--- src/rtl/console_pkg.sv ---
// Shared types, character classes and cell/address helpers
// for the text console write sequencer.
package console_pkg;

    typedef enum logic [0:0] {
        IDLE,
        CLEAR
    } state_t;

    localparam int ROW_W = 6;
    localparam int COL_W = 7;

    localparam logic [7:0] CH_LF       = 8'h0A;
    localparam logic [7:0] CH_CR       = 8'h0D;
    localparam logic [7:0] CH_BS       = 8'h08;
    localparam logic [7:0] CH_PRINT_LO = 8'h20;
    localparam logic [7:0] CH_PRINT_HI = 8'h7E;

    function automatic logic [31:0] pack_cell(
        input logic [23:0] color,
        input logic [7:0]  ch
    );
        return {color, ch};
    endfunction

    function automatic logic [31:0] make_addr(
        input logic [ROW_W-1:0] row,
        input logic [COL_W-1:0] col
    );
        return {19'd0, row, col};
    endfunction

endpackage

--- src/rtl/text_console_ctrl_if.sv ---
// Char-stream handshake plus frame-buffer write port
// of the text console sequencer.
interface text_console_ctrl_if;
    import console_pkg::*;

    logic              iValid;
    logic              oReady;
    logic [7:0]        iChar;
    logic [23:0]       iColor;
    logic              iClear;
    logic              oBusy;
    logic              oWriteEn;
    logic [31:0]       oWAddr;
    logic [31:0]       oData;
    logic [ROW_W-1:0]  oCurRow;
    logic [COL_W-1:0]  oCurCol;

    modport master (
        output iValid, iChar, iColor, iClear,
        input  oReady, oBusy, oWriteEn, oWAddr,
        input  oData, oCurRow, oCurCol
    );

    modport slave (
        input  iValid, iChar, iColor, iClear,
        output oReady, oBusy, oWriteEn, oWAddr,
        output oData, oCurRow, oCurCol
    );

endinterface

--- src/rtl/console_cursor.sv ---
// Cursor row/col registers over the COLS x ROWS grid.
// Controls are one-hot; wrap past the last row returns to row 0.
module console_cursor
    import console_pkg::*;
#(
    parameter int COLS = 80,
    parameter int ROWS = 30
) (
    input  logic             iClk,
    input  logic             nRst,
    input  logic             inc,
    input  logic             newline,
    input  logic             cr,
    input  logic             bs,
    input  logic             home,
    output logic [ROW_W-1:0] row,
    output logic [COL_W-1:0] col,
    output logic [ROW_W-1:0] nxt_row,
    output logic [COL_W-1:0] nxt_col
);

    localparam logic [COL_W-1:0] COL_LAST = COL_W'(COLS - 1);
    localparam logic [ROW_W-1:0] ROW_LAST = ROW_W'(ROWS - 1);

    logic [ROW_W-1:0] row_wrap;

    assign row_wrap = (row == ROW_LAST) ? '0 : row + 1'b1;

    always_comb begin
        nxt_row = row;
        nxt_col = col;
        unique case (1'b1)
            home: begin
                nxt_row = '0;
                nxt_col = '0;
            end
            inc: begin
                if (col == COL_LAST) begin
                    nxt_col = '0;
                    nxt_row = row_wrap;
                end else begin
                    nxt_col = col + 1'b1;
                end
            end
            newline: begin
                nxt_col = '0;
                nxt_row = row_wrap;
            end
            cr: nxt_col = '0;
            bs: begin
                if (col != '0)
                    nxt_col = col - 1'b1;
            end
            default: ;
        endcase
    end

    always_ff @(posedge iClk or negedge nRst) begin
        if (!nRst) begin
            row <= '0;
            col <= '0;
        end else begin
            row <= nxt_row;
            col <= nxt_col;
        end
    end

endmodule

--- src/rtl/text_console_ctrl.sv ---
// Text console write sequencer: char stream -> frame buffer cells, plus clear engine.
// Optional: CONSOLE_AUTOCLEAR_EN starts a full-screen clear straight out of reset.
module text_console_ctrl
    import console_pkg::*;
#(
    parameter int         COLS       = 80,
    parameter int         ROWS       = 30,
    parameter logic [7:0] CLEAR_CHAR = 8'h20
) (
    input logic                iClk,
    input logic                nRst,
    text_console_ctrl_if.slave bus
);

    localparam logic [COL_W-1:0] COL_LAST = COL_W'(COLS - 1);
    localparam logic [ROW_W-1:0] ROW_LAST = ROW_W'(ROWS - 1);
    localparam logic [31:0] CLR_CELL = pack_cell(24'h0, CLEAR_CHAR);

`ifdef CONSOLE_AUTOCLEAR_EN
    localparam state_t RST_STATE = CLEAR;
`else
    localparam state_t RST_STATE = IDLE;
`endif

    state_t           state, state_nxt;
    logic             inc, newline, cr, bs, home;
    logic [ROW_W-1:0] row, nxt_row;
    logic [COL_W-1:0] col, nxt_col;
    logic             we_q, we_d;
    logic [31:0]      addr_q, addr_d;
    logic [31:0]      data_q, data_d;
    logic             accept, last_cell;
    logic             is_print, is_lf, is_cr, is_bs;

    console_cursor #(
        .COLS (COLS),
        .ROWS (ROWS)
    ) u_cursor (
        .iClk    (iClk),
        .nRst    (nRst),
        .inc     (inc),
        .newline (newline),
        .cr      (cr),
        .bs      (bs),
        .home    (home),
        .row     (row),
        .col     (col),
        .nxt_row (nxt_row),
        .nxt_col (nxt_col)
    );

    assign bus.oReady   = (state == IDLE) & ~bus.iClear;
    assign bus.oBusy    = (state == CLEAR);
    assign bus.oWriteEn = we_q;
    assign bus.oWAddr   = addr_q;
    assign bus.oData    = data_q;
    assign bus.oCurRow  = row;
    assign bus.oCurCol  = col;

    assign accept    = bus.iValid & bus.oReady;
    assign last_cell = (row == ROW_LAST) && (col == COL_LAST);
    assign is_print  = (bus.iChar >= CH_PRINT_LO) &&
                       (bus.iChar <= CH_PRINT_HI);
    assign is_lf     = (bus.iChar == CH_LF);
    assign is_cr     = (bus.iChar == CH_CR);
    assign is_bs     = (bus.iChar == CH_BS);

    always_ff @(posedge iClk or negedge nRst) begin
        if (!nRst)
            state <= RST_STATE;
        else
            state <= state_nxt;
    end

    always_comb begin
        state_nxt = state;
        inc       = 1'b0;
        newline   = 1'b0;
        cr        = 1'b0;
        bs        = 1'b0;
        home      = 1'b0;
        we_d      = 1'b0;
        addr_d    = addr_q;
        data_d    = data_q;
        unique case (state)
            IDLE: begin
                if (bus.iClear) begin
                    state_nxt = CLEAR;
                    home      = 1'b1;
                    we_d      = 1'b1;
                    addr_d    = make_addr('0, '0);
                    data_d    = CLR_CELL;
                end else if (accept) begin
                    unique case (1'b1)
                        is_print: begin
                            inc    = 1'b1;
                            we_d   = 1'b1;
                            addr_d = make_addr(row, col);
                            data_d = pack_cell(bus.iColor, bus.iChar);
                        end
                        is_lf:   newline = 1'b1;
                        is_cr:   cr      = 1'b1;
                        is_bs:   bs      = 1'b1;
                        default: ;
                    endcase
                end
            end
            CLEAR: begin
                // The cursor names the cell on the bus; no strobe yet
                // means this is the first cycle after a reset-time clear.
                data_d = CLR_CELL;
                if (!we_q) begin
                    we_d   = 1'b1;
                    addr_d = make_addr(row, col);
                end else if (last_cell) begin
                    inc       = 1'b1;
                    state_nxt = IDLE;
                end else begin
                    inc    = 1'b1;
                    we_d   = 1'b1;
                    addr_d = make_addr(nxt_row, nxt_col);
                end
            end
            default: state_nxt = IDLE;
        endcase
    end

    always_ff @(posedge iClk or negedge nRst) begin
        if (!nRst) begin
            we_q   <= 1'b0;
            addr_q <= '0;
            data_q <= '0;
        end else begin
            we_q   <= we_d;
            addr_q <= addr_d;
            data_q <= data_d;
        end
    end

endmodule

--- src/flat_wrapper.sv ---
// flat-port wrapper written by rule: the top's interface ports become plain ports
module text_console_ctrl_flat import console_pkg::*;
#(
    parameter int         COLS       = 80,
    parameter int         ROWS       = 30,
    parameter logic [7:0] CLEAR_CHAR = 8'h20
)
  (iClk, nRst, bus_iValid, bus_iChar, bus_iColor, bus_iClear, bus_oReady, bus_oBusy, bus_oWriteEn, bus_oWAddr, bus_oData, bus_oCurRow, bus_oCurCol);
  text_console_ctrl_if bus_i ();
  input logic iClk;
  input logic nRst;
  input wire logic [$bits(bus_i.iValid)-1:0] bus_iValid;
  input wire logic [$bits(bus_i.iChar)-1:0] bus_iChar;
  input wire logic [$bits(bus_i.iColor)-1:0] bus_iColor;
  input wire logic [$bits(bus_i.iClear)-1:0] bus_iClear;
  output wire logic [$bits(bus_i.oReady)-1:0] bus_oReady;
  output wire logic [$bits(bus_i.oBusy)-1:0] bus_oBusy;
  output wire logic [$bits(bus_i.oWriteEn)-1:0] bus_oWriteEn;
  output wire logic [$bits(bus_i.oWAddr)-1:0] bus_oWAddr;
  output wire logic [$bits(bus_i.oData)-1:0] bus_oData;
  output wire logic [$bits(bus_i.oCurRow)-1:0] bus_oCurRow;
  output wire logic [$bits(bus_i.oCurCol)-1:0] bus_oCurCol;
  assign bus_i.iValid = bus_iValid;
  assign bus_i.iChar = bus_iChar;
  assign bus_i.iColor = bus_iColor;
  assign bus_i.iClear = bus_iClear;
  assign bus_oReady = bus_i.oReady;
  assign bus_oBusy = bus_i.oBusy;
  assign bus_oWriteEn = bus_i.oWriteEn;
  assign bus_oWAddr = bus_i.oWAddr;
  assign bus_oData = bus_i.oData;
  assign bus_oCurRow = bus_i.oCurRow;
  assign bus_oCurCol = bus_i.oCurCol;
  text_console_ctrl #(.COLS(COLS), .ROWS(ROWS), .CLEAR_CHAR(CLEAR_CHAR)) u_core (.iClk(iClk), .nRst(nRst), .bus(bus_i));
endmodule
--- config.mk ---
export PLATFORM = sky130hd
export DESIGN_NAME = text_console_ctrl_flat
export DESIGN_NICKNAME = d
export VERILOG_FILES = /design/src/rtl/console_pkg.sv /design/src/rtl/text_console_ctrl_if.sv /design/src/rtl/console_cursor.sv /design/src/rtl/text_console_ctrl.sv /design/src/flat_wrapper.sv
export SDC_FILE = /design/constraint.sdc
export NUM_CORES = 1
export LEC_CHECK = 0
export BUFFER_PORTS_ARGS = -buffer_cell sky130_fd_sc_hd__buf_4
export CORE_ASPECT_RATIO = 1.25
export CORE_MARGIN = 2
export CORE_UTILIZATION = 45
export CTS_CLUSTER_DIAMETER = 100
export DETAILED_ROUTE_END_ITERATION = 8
export GPL_TIMING_DRIVEN = 0
export PLACE_DENSITY = 0.73
export SETUP_SLACK_MARGIN = 0.5
export SLEW_MARGIN = 30
export SYNTH_ARGS = -nofsm -noshare
export SYNTH_HDL_FRONTEND = slang
export SYNTH_SLANG_ARGS = --single-unit
--- constraint.sdc ---
create_clock -name iClk -period 5.81 [get_ports iClk]
set_clock_uncertainty 0.1 [all_clocks]
set_input_delay 0 -clock iClk [delete_from_list [all_inputs] [get_ports iClk]]
set_output_delay 0 -clock iClk [all_outputs]
set_load 0.02 [all_outputs]
==> results_dict.tcl, run 1 <==
set metrics [dict create \
    ys_ff_latch 60 \
    firstDrtPassIters 4 \
    max_freq_ghz 0.350 \
    clock_sinks 60 \
    arrival_ps 2990 \
    syn_avg_cell_area_um2 8.73 \
    io_buffers 96 \
    multiInputGateArea_um2 1600 \
    io_pins 116 \
    crit_type "reg2reg" \
    layout_common_cells "buf_4 (115), nand2_1 (82), dfrtp_1 (60)" \
    worstMarginPinSlew_ps 756 \
    syn_area_um2 3310 \
    tns_ps 0 \
    synth_top_area_frac 0.454 \
    async_flop_share 1.00 \
    syn_to_final_growth_pct 42.0 \
    wirelength_um 9940 \
    fill_cells 584 \
    final_max_slew_viol_count 0 \
    dr.first_iter.drc_count 136 \
    crit_path_end "u_core.bus.oWAddr[0]" \
    routed_via_density 5.35 \
    grt_max_degree 61 \
    start_util 0.468 \
    detail-route-antenna-nets 0 \
    htree_num_levels 3 \
    r2r-start "u_core.u_cursor.col[0]" \
    setup.worst_path.start "u_core.u_cursor.col[0]" \
    grt_pass1_wl_um 15700 \
    hold_class "in2reg" \
    layout_commonest_cell "buf_4" \
    grt_pass1_vias 3240 \
    p_leak_nw 2.26 \
    cts_root_buffer "clkbuf_8" \
    clk_latency_ps 340 \
    cap_violations 0 \
    startpoint_type "flip-flop" \
    die_y_um 99.9 \
    rr_endpoint "u_core.bus.oWAddr[0]" \
    synth_edf_count 0 \
    required_ps 5940 \
    dp_hpwl_um 6610 \
    outcome "finished, final reports clean" \
    cts_hold_buf 32 \
    gp_routability_congestion 0.877 \
    die_area_um2 8060 \
    fin_nets 577 \
    grt_use_total 0.252 \
    yosys.area.top_type "dfrtp_1" \
    num_vias 3375 \
    remaining_drc_errors 0 \
    cts_setup_buffers 0 \
    rsz0062_at_grt "no" \
    cts_tree "yes" \
    end_kind "flip-flop" \
    synthTopCellsByArea "dfrtp_1 (45%), nand2_1 (9.3%), a21oi_1 (6.7%), buf_4 (4.3%), ha_1 (1.9%)" \
    crit_fanout 10 \
    yosysWarnings 0 \
    antenna_cells 0 \
    total_power_mw 1.35 \
    synthCells 379 \
    antenna_found_initial 0 \
    finalCriticalPeriod_ps 2860 \
    ys.flop_type "dfrtp_1" \
    max-slew-margin-rel 0.496 \
    die_width_um 80.7 \
    clk_path_buf_depth 2 \
    p_per_area_nw_per_um2 287 \
    yosysUniqueCellTypes 57 \
    rrSetupSlack_ps 2950 \
    cts.reportedPaths.clkPinSlew_ps 70 \
    min_period_over_period 0.492 \
    ff_latch_area_um2 1500 \
    cts_buffers 9 \
    cts_resized 0 \
    irDropWorstVdd_mv 0.260 \
    yosysSeqAreaShare 0.454 \
    timing.final.hold_violations 0 \
    r2r_cells 8 \
    core-area_um2 7060 \
    holdPathStages 5 \
    grt_overflow 0 \
    wl_per_cell_um 15.8 \
    setup_viol 0 \
    row_count 34 \
    drive_gt1_frac 0.279 \
]
layer usage:
metal	routed length, µm	global-route usage	up-vias
met5	0	0	-
met1	4140	0.325	1599
li1	-	-	1622
met4	237	0.0874	0
met2	4880	0.418	135
met3	689	0.0549	19
registers in the layout, indices dropped and copies added, names as in the netlist:
signal,flops
u_core.bus.oBusy,1
u_core.bus.oData,32
u_core.bus.oWAddr,13
u_core.bus.oWriteEn,1
u_core.u_cursor.col,7
u_core.u_cursor.row,6
where the power goes:
group          total (mW)  switching [mW]  internal [mW]  leakage (nW)
registers           0.546          0.0684          0.478         0.783
logic               0.476           0.262          0.214          1.38
clock network       0.326           0.163          0.163        0.0889
total                1.35           0.493          0.855          2.26
synthesized netlist by cell type (all sizes together) (2+ instances only):
| library cell | instances |
|---|---|
| nand2 | 82 |
| and4 | 3 |
| a211o | 3 |
| o311ai | 3 |
| nor2 | 15 |
| o21ai | 12 |
| nand3 | 7 |
| clkbuf | 13 |
| or3 | 5 |
| nand3b | 2 |
| a31o | 3 |
| o221ai | 3 |
| a221o | 4 |
| o2bb2ai | 2 |
| and2 | 5 |
| nand4 | 3 |
| a211oi | 2 |
| and3 | 6 |
| inv | 10 |
| o211ai | 4 |
| a21oi | 44 |
| o21a | 4 |
| a31oi | 6 |
| nor4 | 2 |
| or4 | 2 |
| o22ai | 3 |
| a21o | 4 |
| xnor2 | 2 |
| buf | 27 |
| nand2b | 3 |
| or2 | 4 |
| dfrtp | 60 |
| ha | 5 |
| a22oi | 5 |
| nor3 | 11 |
layout make-up:
| type | instances | share of cell area |
|---|---|---|
| multi-input combinational | 287 | 0.340 |
| clock buffer | 11 | 0.0301 |
| buffer | 40 | 0.0506 |
| inverter | 10 | 0.00799 |
| clock inverter | 5 | 0.00586 |
| timing repair buffer | 128 | 0.222 |
| tap | 90 | 0.0240 |
| sequential | 60 | 0.320 |
per-stage QoR:
| step | hold WS, ps | util | area [µm²] | setup WS [ps] | std cells |
|---|---|---|---|---|---|
| after floorplan | -396 | - | 3380 | 3380 | 397 |
| after global placement | 16.0 | 0.596 | 4210 | 2970 | 583 |
| after detailed placement | 21.8 | 0.596 | 4210 | 2960 | 583 |
| after CTS | 60.6 | 0.665 | 4700 | 2960 | 631 |
| after global routing | 112 | 0.665 | 4700 | 2750 | 631 |
| final | 83.6 | 0.665 | 4700 | 2950 | 631 |
worst min path at each step:
stage | startpoint | to | slack (ps)
floorplan | nRst | u_core.bus.oBusy | -400
global placement | nRst | u_core.bus.oData[18] | 20
detailed placement | nRst | u_core.bus.oData[18] | 20
CTS | bus_iChar[7] | u_core.bus.oData[20] | 60
global route | bus_iChar[7] | u_core.bus.oData[20] | 110
finish | bus_iChar[7] | u_core.bus.oData[20] | 80
worst max-delay path, stage by stage, from the launching register on:
cell,delay [ps]
dfrtp_1,480
ha_1,270
and3_1,270
and3_1,300
nand2_1,140
o22ai_1,380
clkbuf_1,470
nor3_1,90
a211o_1,240
logic make-up (layout without fill, tap and decap cells):
group,Yosys count,in the layout,synth area share
AOI/OAI and AO/OA,109,109,0.216
buffers and inverters,50,194,0.0832
other,1,19,0.00113
and+or+nand+nor,152,152,0.222
xor gates and xnor gates,2,2,0.00530
DFF,60,60,0.454
adders and majority gates,5,5,0.0189
Power figures use the tool's default switching activity.
==> run 2: changes to the inputs <==
--- a/config.mk
+++ b/config.mk
@@ -5,6 +5,7 @@
 export SDC_FILE = /design/constraint.sdc
 export NUM_CORES = 1
 export LEC_CHECK = 0
+export ABC_AREA = 1
 export BUFFER_PORTS_ARGS = -buffer_cell sky130_fd_sc_hd__buf_4
 export CORE_ASPECT_RATIO = 1.25
 export CORE_MARGIN = 2
@@ -12,7 +13,7 @@
 export CTS_CLUSTER_DIAMETER = 100
 export DETAILED_ROUTE_END_ITERATION = 8
 export GPL_TIMING_DRIVEN = 0
-export PLACE_DENSITY = 0.73
+export PLACE_DENSITY = 0.72
 export SETUP_SLACK_MARGIN = 0.5
 export SLEW_MARGIN = 30
 export SYNTH_ARGS = -nofsm -noshare
==> constraint.sdc (replaced) <==
create_clock -name iClk -period 2.7 [get_ports iClk]
set_clock_uncertainty 0.1 [all_clocks]
set_input_delay 0 -clock iClk [delete_from_list [all_inputs] [get_ports iClk]]
set_output_delay 0 -clock iClk [all_outputs]
set_load 0.02 [all_outputs]
==> run 2 against run 1 <==
- sequential share of layout area shrank 2.3 points
- synthesized cell count grew 24%
- sequential cell count is the same
- final area grew 7.8%
- area after synthesis grew 9.0%
- global-route usage shrank 2.6 points
- combinational power grew to 2.8 times the previous value
- non-clock buffer count shrank 1
- setup slack lost 2300 ps
- via count grew 5.3%
- register-to-register slack lost 2300 ps
- clock power grew to 2.8 times the previous value
- largest power group is now combinational cells
==> results_dict.tcl, run 2 <==
set metrics [dict create \
    yosys.area_share.simple 0.293 \
    crit_type "reg2reg" \
    synth_top_area_frac 0.416 \
    yosysWarnings 0 \
    arrival_ps 2150 \
    antenna_cells 0 \
    finalCriticalPeriod_ps 2020 \
    die_y_um 104 \
    syn_avg_cell_area_um2 7.67 \
    dr.first_iter.drc_count 179 \
    timing.final.hold_violations 0 \
    synth_fa_ha_area_frac 0.0173 \
    synthCells 470 \
    hold_class "in2reg" \
    die_area_um2 8750 \
    yosys-top-cells-count "nand2_1 (90), dfrtp_1 (60), nand3_1 (59)" \
    switching_share 0.382 \
    gp_routability_congestion 0.895 \
    min_period_over_period 0.747 \
    rsz0062_at_grt "no" \
    remaining_drc_errors 0 \
    synthTopCellsByArea "dfrtp_1 (42%), nand2_1 (9.4%), nand3_1 (8.2%), inv_1 (5.4%), a21oi_1 (4.6%)" \
    ys.flop_type "dfrtp_1" \
    met1_usage 0.268 \
    row_count 36 \
    syn_area_um2 3610 \
    end_kind "flip-flop" \
    max_freq_ghz 0.496 \
    final_max_slew_viol_count 0 \
    total_power_mw 3.47 \
    intPower_mw 2.14 \
    setup_viol 0 \
    power.switching_mw 1.32 \
    synth_edf_count 0 \
    start_util 0.463 \
    yosys.area.top_type "dfrtp_1" \
    use_met2 0.390 \
    irDropWorstVdd_mv 0.385 \
    cts_buffers 9 \
    syn_to_final_growth_pct 40.4 \
    drive_gt1_frac 0.288 \
    r2r_cells 10 \
    fin_nets 669 \
    cts_root_buffer "clkbuf_8" \
    synth.most_common_cell "nand2_1" \
    p_per_area_nw_per_um2 685 \
    synth_compound_area_frac 0.120 \
    dp_hpwl_um 6890 \
    antenna_found_initial 0 \
    startpoint_type "flip-flop" \
    io_pins 116 \
    cts_tree "yes" \
    grt_max_degree 61 \
    clk_path_buf_depth 2 \
    async_flop_share 1.00 \
    tns_ps 0 \
    synth_top_family_by_area "simple AND/OR/NAND/NOR gates" \
    combinationalPowerShare 0.384 \
    grt_pass1_vias 3484 \
    p_leak_nw 2.74 \
    fin_util 0.650 \
    grt_pass1_wl_um 16000 \
    core-area_um2 7790 \
    synthXorXnorAreaFrac 0.0170 \
    layout_common_cells "buf_4 (117), nand2_1 (90), nand3_1 (59)" \
    worstMarginPinSlew_ps 779 \
    grt_use_total 0.226 \
    synthMuxAreaShare 0.00277 \
    multiInputGateArea_um2 1700 \
    die_width_um 84.1 \
    io_buffers 96 \
    ff_latch_area_um2 1500 \
    routed_via_density 4.88 \
    placedCellCount 679 \
    crit_fanout 10 \
    largest_register_ffs 32 \
    wl_per_cell_um 13.4 \
    ys_ff_latch 60 \
    p_clk_frac 0.259 \
    wirelength_um 9760 \
    max-slew-margin-rel 0.480 \
    grt_overflow 0 \
    yosysSeqAreaShare 0.416 \
    htree_num_levels 3 \
    detail-route-antenna-nets 0 \
    firstDrtPassIters 4 \
    outcome "finished, final reports clean" \
    layout.cells.non_filler 728 \
    clock_sinks 60 \
    clk_latency_ps 340 \
    busiest_layer "met2" \
    grt_util_met3 0.0437 \
    p_seq_frac 0.357 \
    num_vias 3553 \
    cts.reportedPaths.clkPinSlew_ps 70 \
    yosysUniqueCellTypes 35 \
    holdPathStages 4 \
    cap_violations 0 \
    fill_cells 685 \
    required_ps 2830 \
    layout_commonest_cell "buf_4" \
]
-- run 2: cell count changes after synthesis, sizes merged, moves of 5 or more --
cell,previous run,this run
or3,5,0
nor2,15,48
xor2,0,7
and2,5,0
and3,6,0
inv,10,61
nand2,82,96
nor3,11,3
nand3,7,63
o21ai,12,34
-- run 2: what timing repair did --
item | in CTS | in global routing
gates resized for setup | 0 | 2
hold buffers | 33 | 0
hold endpoints to repair | 92 | 0
setup endpoints to repair | 0 | 3
buffers inserted | 0 | 0
-- run 2: power by group through the flow --
stage | clock network [mW] | registers, mW | logic (mW)
after floorplan | 0 | 1.38 | 0.686
after global placement | 0 | 1.24 | 1.27
after detailed placement | 0 | 1.25 | 1.29
after CTS | 0.916 | 1.23 | 1.34
after global routing | 0.961 | 1.26 | 1.47
final | 0.898 | 1.24 | 1.33
-- run 2: cell type report --
class                   instances  share of cell area
inverters                      61              0.0457
clock inverters                 5              0.0148
multi-input cells             329               0.335
clock buffers                  11              0.0279
well taps                      95              0.0235
plain buffers                  38              0.0484
repair buffers                129               0.208
flip-flops and latches         60               0.297
-- run 2: worst max-delay path: stages, from the launching register on --
cell and delay (ps):
dfrtp_2 450, ha_1 220, nand3_2 170, nor2_8 250, inv_2 120, nand2_1 150
nor2_1 70, nor2_1 120, nand3_1 80, nand2_1 110, a21oi_2 60
-- run 2: kinds of logic after synthesis --
family | count (synthesis)
XOR/XNOR | 7
buffers and inverters | 99
AND/OR/NAND/NOR | 218
AO/OA/AOI/OAI | 79
adder cells (fa/ha/maj) | 5
multiplexers | 1
flip-flops | 60
other | 1
-- run 2: metal layers --
layer	vias to the layer above	wire length, µm	share of wire
li1	1792	-	-
met1	1650	4090	0.42
met2	88	5020	0.51
met3	23	399	0.041
met4	0	255	0.026
met5	-	0	0
-- run 2: final timing paths --
check	from	to	slack, ps
setup / recovery	u_core.u_cursor.col[0]	u_core.bus.oWAddr[6]	680
hold / removal	bus_iValid	u_core.bus.oData[5]	60
setup reg to reg	u_core.u_cursor.col[0]	u_core.bus.oWAddr[6]	680
hold reg to reg	u_core.bus.oData[7]	u_core.bus.oData[7]	400
max in group asynchronous	nRst	u_core.u_cursor.col[1]	1800
min in group asynchronous	nRst	u_core.bus.oData[12]	160
-- run 2: per-stage QoR --
step	area, µm²	worst slack (ps)	hold WS, ps
after floorplan	3670	854	-396
after global placement	4510	657	18.5
after detailed placement	4510	635	33.6
after CTS	5060	605	54.6
after global routing	5060	532	106
final	5060	683	58.5
